File: config.mk
export PLATFORM = sky130hd
export DESIGN_NAME = reg_file_2r1w_flat
export DESIGN_NICKNAME = d
export VERILOG_FILES = /design/src/rtl/reg_file_2r1w_if.sv /design/src/rtl/reg_file_2r1w.sv /design/src/flat_wrapper.sv
export SDC_FILE = /design/constraint.sdc
export NUM_CORES = 1
export LEC_CHECK = 0
export ABC_AREA = 1
export CORE_ASPECT_RATIO = 1.4
export CORE_UTILIZATION = 35
export DETAILED_ROUTE_END_ITERATION = 12
export PLACE_DENSITY = 0.55
export SETUP_SLACK_MARGIN = 0.05
export SLEW_MARGIN = 40
export SYNTH_ARGS = -nofsm -noshare
export SYNTH_HDL_FRONTEND = slang
export SYNTH_SLANG_ARGS = --single-unit
File: constraint.sdc
create_clock -name clk -period 1.6 [get_ports clk]
set_input_delay 0.24 -clock clk [delete_from_list [all_inputs] [get_ports clk]]
set_output_delay 0.24 -clock clk [all_outputs]
set_load 0.005 [all_outputs]
File: src/rtl/reg_file_2r1w_if.sv
// rtl/reg_file_2r1w_if.sv - write/read bus of the 2-read 1-write register file
// The master drives the write port and read addresses; the register file returns read data and the valid count.
interface reg_file_2r1w_if #(
  parameter int WIDTH  = 8,
  parameter int ADDR_W = 3
);
  logic              enWr;
  logic [ADDR_W-1:0] addrWr;
  logic [WIDTH-1:0]  dataWr;
  logic [ADDR_W-1:0] addrRd0;
  logic [WIDTH-1:0]  dataRd0;
  logic              validRd0;
  logic [ADDR_W-1:0] addrRd1;
  logic [WIDTH-1:0]  dataRd1;
  logic              validRd1;
  logic [ADDR_W:0]   wrCount;

  modport master (
    output enWr, addrWr, dataWr, addrRd0, addrRd1,
    input  dataRd0, validRd0, dataRd1, validRd1, wrCount
  );

  modport slave (
    input  enWr, addrWr, dataWr, addrRd0, addrRd1,
    output dataRd0, validRd0, dataRd1, validRd1, wrCount
  );
endinterface

File: src/rtl/reg_file_2r1w.sv
// rtl/reg_file_2r1w.sv - 2**ADDR_W x WIDTH register file, one sync write port, two combinational read ports
// Define REGFILE_BYPASS_EN to forward same-cycle write data to a read port addressing the written entry.
module reg_file_2r1w #(
  parameter int WIDTH   = 8,
  parameter int ADDR_W  = 3,
  parameter int ZERO_R0 = 0
) (
  input  logic                 clk,
  input  logic                 rst,
  reg_file_2r1w_if.slave       bus
);
  localparam int DEPTH = 1 << ADDR_W;
  localparam logic [ADDR_W:0] L_FULL = (ADDR_W + 1)'(DEPTH);
  localparam logic [ADDR_W:0] L_RST_COUNT = (ZERO_R0 != 0) ? (ADDR_W + 1)'(1) : '0;

  logic [WIDTH-1:0] r_mem [DEPTH];
  logic [DEPTH-1:0] r_vld;
  logic [ADDR_W:0]  r_count;

  logic w_wr_ok;
  logic w_byp0;
  logic w_byp1;

  // Entry 0 stays zero and valid from reset onward when hardwired, so writes to it are simply dropped.
  assign w_wr_ok = bus.enWr && !((ZERO_R0 != 0) && (bus.addrWr == '0));

  always_ff @(posedge clk) begin
    if (rst) begin
      for (int i = 0; i < DEPTH; i++) begin
        r_mem[i] <= '0;
      end
      r_vld    <= '0;
      r_vld[0] <= (ZERO_R0 != 0);
      r_count  <= L_RST_COUNT;
    end else if (w_wr_ok) begin
      r_mem[bus.addrWr] <= bus.dataWr;
      r_vld[bus.addrWr] <= 1'b1;
      if (!r_vld[bus.addrWr] && (r_count != L_FULL)) begin
        r_count <= r_count + 1'b1;
      end
    end
  end

`ifdef REGFILE_BYPASS_EN
  assign w_byp0 = w_wr_ok && !rst && (bus.addrRd0 == bus.addrWr);
  assign w_byp1 = w_wr_ok && !rst && (bus.addrRd1 == bus.addrWr);
`else
  assign w_byp0 = 1'b0;
  assign w_byp1 = 1'b0;
`endif

  assign bus.dataRd0  = w_byp0 ? bus.dataWr : r_mem[bus.addrRd0];
  assign bus.validRd0 = w_byp0 | r_vld[bus.addrRd0];
  assign bus.dataRd1  = w_byp1 ? bus.dataWr : r_mem[bus.addrRd1];
  assign bus.validRd1 = w_byp1 | r_vld[bus.addrRd1];
  assign bus.wrCount  = r_count;
endmodule

File: src/flat_wrapper.sv
// flat-port wrapper written by rule: the top's interface ports become plain ports
module reg_file_2r1w_flat 
#(
  parameter int WIDTH   = 8,
  parameter int ADDR_W  = 3,
  parameter int ZERO_R0 = 0
)
  (clk, rst, bus_enWr, bus_addrWr, bus_dataWr, bus_addrRd0, bus_addrRd1, bus_dataRd0, bus_validRd0, bus_dataRd1, bus_validRd1, bus_wrCount);
  reg_file_2r1w_if #(.WIDTH(WIDTH), .ADDR_W(ADDR_W)) bus_i ();
  input  logic clk;
  input  logic rst;
  input wire logic [$bits(bus_i.enWr)-1:0] bus_enWr;
  input wire logic [$bits(bus_i.addrWr)-1:0] bus_addrWr;
  input wire logic [$bits(bus_i.dataWr)-1:0] bus_dataWr;
  input wire logic [$bits(bus_i.addrRd0)-1:0] bus_addrRd0;
  input wire logic [$bits(bus_i.addrRd1)-1:0] bus_addrRd1;
  output wire logic [$bits(bus_i.dataRd0)-1:0] bus_dataRd0;
  output wire logic [$bits(bus_i.validRd0)-1:0] bus_validRd0;
  output wire logic [$bits(bus_i.dataRd1)-1:0] bus_dataRd1;
  output wire logic [$bits(bus_i.validRd1)-1:0] bus_validRd1;
  output wire logic [$bits(bus_i.wrCount)-1:0] bus_wrCount;
  assign bus_i.enWr = bus_enWr;
  assign bus_i.addrWr = bus_addrWr;
  assign bus_i.dataWr = bus_dataWr;
  assign bus_i.addrRd0 = bus_addrRd0;
  assign bus_i.addrRd1 = bus_addrRd1;
  assign bus_dataRd0 = bus_i.dataRd0;
  assign bus_validRd0 = bus_i.validRd0;
  assign bus_dataRd1 = bus_i.dataRd1;
  assign bus_validRd1 = bus_i.validRd1;
  assign bus_wrCount = bus_i.wrCount;
  reg_file_2r1w #(.WIDTH(WIDTH), .ADDR_W(ADDR_W), .ZERO_R0(ZERO_R0)) u_core (.clk(clk), .rst(rst), .bus(bus_i));
endmodule
==> impl_metrics.yaml <==
place:
  port_buffers: 41
  hpwlAfterDp_um: 9078
  dp.cells: 727
  place_area_um2: 5144
  gp_congestion: 0.8221
die:
  initial_core_util_pct: 36.30
  ios: 42
  core.rowCount: 46
  die_area_um2: 12260
  die_width_um: 93.88
  core_um2: 11400
  die_h_um: 130.6
timing:
  fin_crit_ns: 1.581
  tightestPinTransition_ns: 0.4247
  fin_tns_setup_ns: 0
  setup_viol: 0
  fin_crit_sh_pct: 98.83
  slew_headroom_pct: 71.65
  rsz0062_at_grt: "yes"
  slew_violations: 0
  skew_ns: 0.002254
  fmax_mhz: 632.4
  hold_viol: 0
global_routing:
  grt_max_degree: 27
  grt_pass1_wl_um: 19480
  overflow: 0
  antenna_found_initial: 0
  grt_pass1_vias: 3905
  grt_use_total_pct: 21.52
power:
  leakagePower_nw: 2.349
  peakVddDrop_mv: 0.5520
  powerDensity_nw_per_um2: 900.9
detailed_routing:
  wl_per_cell_um: 16.27
  wirelength_um: 12290
  vias: 3875
  detail_route.first_pass.iterations: 4
  ant_nets: 0
  drt-initial-drc-count: 162
  post-route-drc-count: 0
  routed_via_density: 5.132
cts:
  clk-insertion-delay-late_ns: 0.33
  tritoncts: "yes"
  cts_buffers: 9
  cts_root_buffer: "clkbuf_16"
  clockBufferDepth: 2
  clk_pin_slew_ns: 0.06
  numClockSinks: 76
  cts.htree.levels: 3
setup_path:
  required_ns: 1.36
  crit_fanout: 2
  critPathSlowestCell: "edfxtp_1"
  cp.arrival_ns: 1.34
  path_delay_family: "flip-flops"
  cp.buffers_inverters: 3
  critPathMaxStageDelay_ns: 0.35
  r2r_cells: 8
  path_class: "reg -> out"
  cp.depth: 8
  path_cells: "inv_2, buf_6, a21oi_2, o21ai_1, o21ai_1, nand2_1, nand2_2, buf_6"
  cp-end-kind: "primary output"
  startpoint_type: "register"
logic_synthesis:
  synth.distinct_cells: 23
  synth_top_area_cell: "edfxtp_1"
  synth_top_area_share_pct: 46.46
  synth_area_um2: 4136
  yosys_warnings: 0
  synth_common_cells: "109 x o21ai_0, 105 x nor2_1, 75 x nand2_1"
  syn_area_per_cell_um2: 8.001
  synth_edf_count: 64
  async_reset_ff_share_pct: 0
  synth_area_leaders: "edfxtp_1 46%, o21ai_0 13%, nor2_1 9.5%, nand2_1 6.8%, dfxtp_1 5.8%"
  synth_nets: 539
  yosysMostFrequentCell: "o21ai_0"
  syn_inst: 517
  ys_ff_latch: 76
  synthFlopType: "edfxtp_1"
  synth-seq-area-share_pct: 52.27
job:
  cap_violations: 0
layout:
  fin_nets: 628
  design_area_um2: 5625
  register_area_um2: 2168
  synthToLayoutAreaGrowth_pct: 36.00
  num_antenna_cells: 0
  instances_no_fill: 755
  multiInputGateArea_um2: 1754
  drive_above_1_share_pct: 27.33
  num-fill-cells: 1114
run_status:
  outcome: "finished clean"
min_path:
  hp-class: "reg -> reg"
  hold-path-cell-count: 2
## flip-flops by register name, indices dropped and copies added (netlist names)
| signal | cells |
|---|---|
| u_core.r_mem | 64 |
| u_core.r_vld | 8 |
| u_core.bus.wrCount | 4 |
## layout by cell type, fill, tap and decap left out, drive strengths merged, types with 4 or more instances in the layout
master         synthesis  routed
a21oi                 42      42
buf                   19      85
clkbuf                 9      10
clkdlybuf4s50          0      18
clkinv                 2       5
clkinvlp               0       4
dfxtp                 12      12
edfxtp                64      64
inv                   47      47
nand2                 83      83
nand3                 10      10
nor2                 109     109
o21ai                112     112
## worst register-to-register path: stages, from the launching register on
cell and delay [ns]:
dfxtp_2 0.37, inv_1 0.05, ha_1 0.20, nand3_1 0.10, nand3_1 0.14, nor2_2 0.21
nand2_1 0.07, nand2_1 0.06, nor2_1 0.04
## layout make-up
type | instances | share of cell area, %
clock inverters | 7 | 0.7785
repair buffers | 106 | 18.84
flip-flops and latches | 76 | 38.55
inverters | 49 | 3.448
clock buffers | 9 | 4.004
multi-input cells | 364 | 31.18
well taps | 144 | 3.203
## worst paths after layout
| kind | startpoint | slack, ns | to |
|---|---|---|---|
| min reg2reg | u_core.r_vld[3] | 0.51 | u_core.r_vld[3] |
| min | u_core.r_vld[3] | 0.51 | u_core.r_vld[3] |
| max reg2reg | u_core.bus.wrCount[0] | 0.25 | u_core.bus.wrCount[0] |
| max | u_core.r_mem[5][5] | 0.02 | bus_dataRd1[5] |
## report_power, final
group | internal [mW] | switching [mW] | total, mW
Combinational | 0.405 | 0.500 | 0.905
Clock | 1.04 | 0.787 | 1.82
Sequential | 2.27 | 0.0711 | 2.34
## logic make-up after synthesis
family	after synthesis	share of synthesized area (%)
buffers and inverters	77	7.925
AOI/OAI and AO/OA	158	19.30
xor gates and xnor gates	2	0.4235
DFF	76	52.27
and+or+nand+nor	202	19.48
adders and majority gates	2	0.6049
## through the flow
stage | util, % | hold slack, ns | total power [mW] | setup slack (ns)
3_3_place_gp | 45.14 | 0.4950 | 3.195 | -0.7738
5_1_grt | 49.36 | 0.5496 | 5.272 | -0.09765
6_report | 49.36 | 0.5126 | 5.068 | 0.01866
4_1_cts | 48.68 | 0.5107 | 5.065 | -0.02138
2_1_floorplan | - | 0.4717 | 2.744 | 0.2425
3_5_place_dp | 45.14 | 0.5022 | 3.203 | -0.7705
## timing repair
action,CTS,global route
resized for setup,185,38
pin swaps,30,26
buffers inserted,10,0
gates cloned,3,0
hold buffers,0,0
setup endpoints to repair,19,20
## per-layer routing
| metal | GRT usage, % | share of wire [%] | up-vias | wire length (µm) |
|---|---|---|---|---|
| li1 | - | - | 1910 | - |
| met3 | 4.225 | 4.9 | 37 | 601 |
| met2 | 39.72 | 52 | 110 | 6399 |
| met4 | 10.50 | 4.2 | 0 | 512 |
| met5 | 0 | 0 | - | 0 |
| met1 | 23.31 | 39 | 1818 | 4773 |
Power figures use the tool's default switching activity.
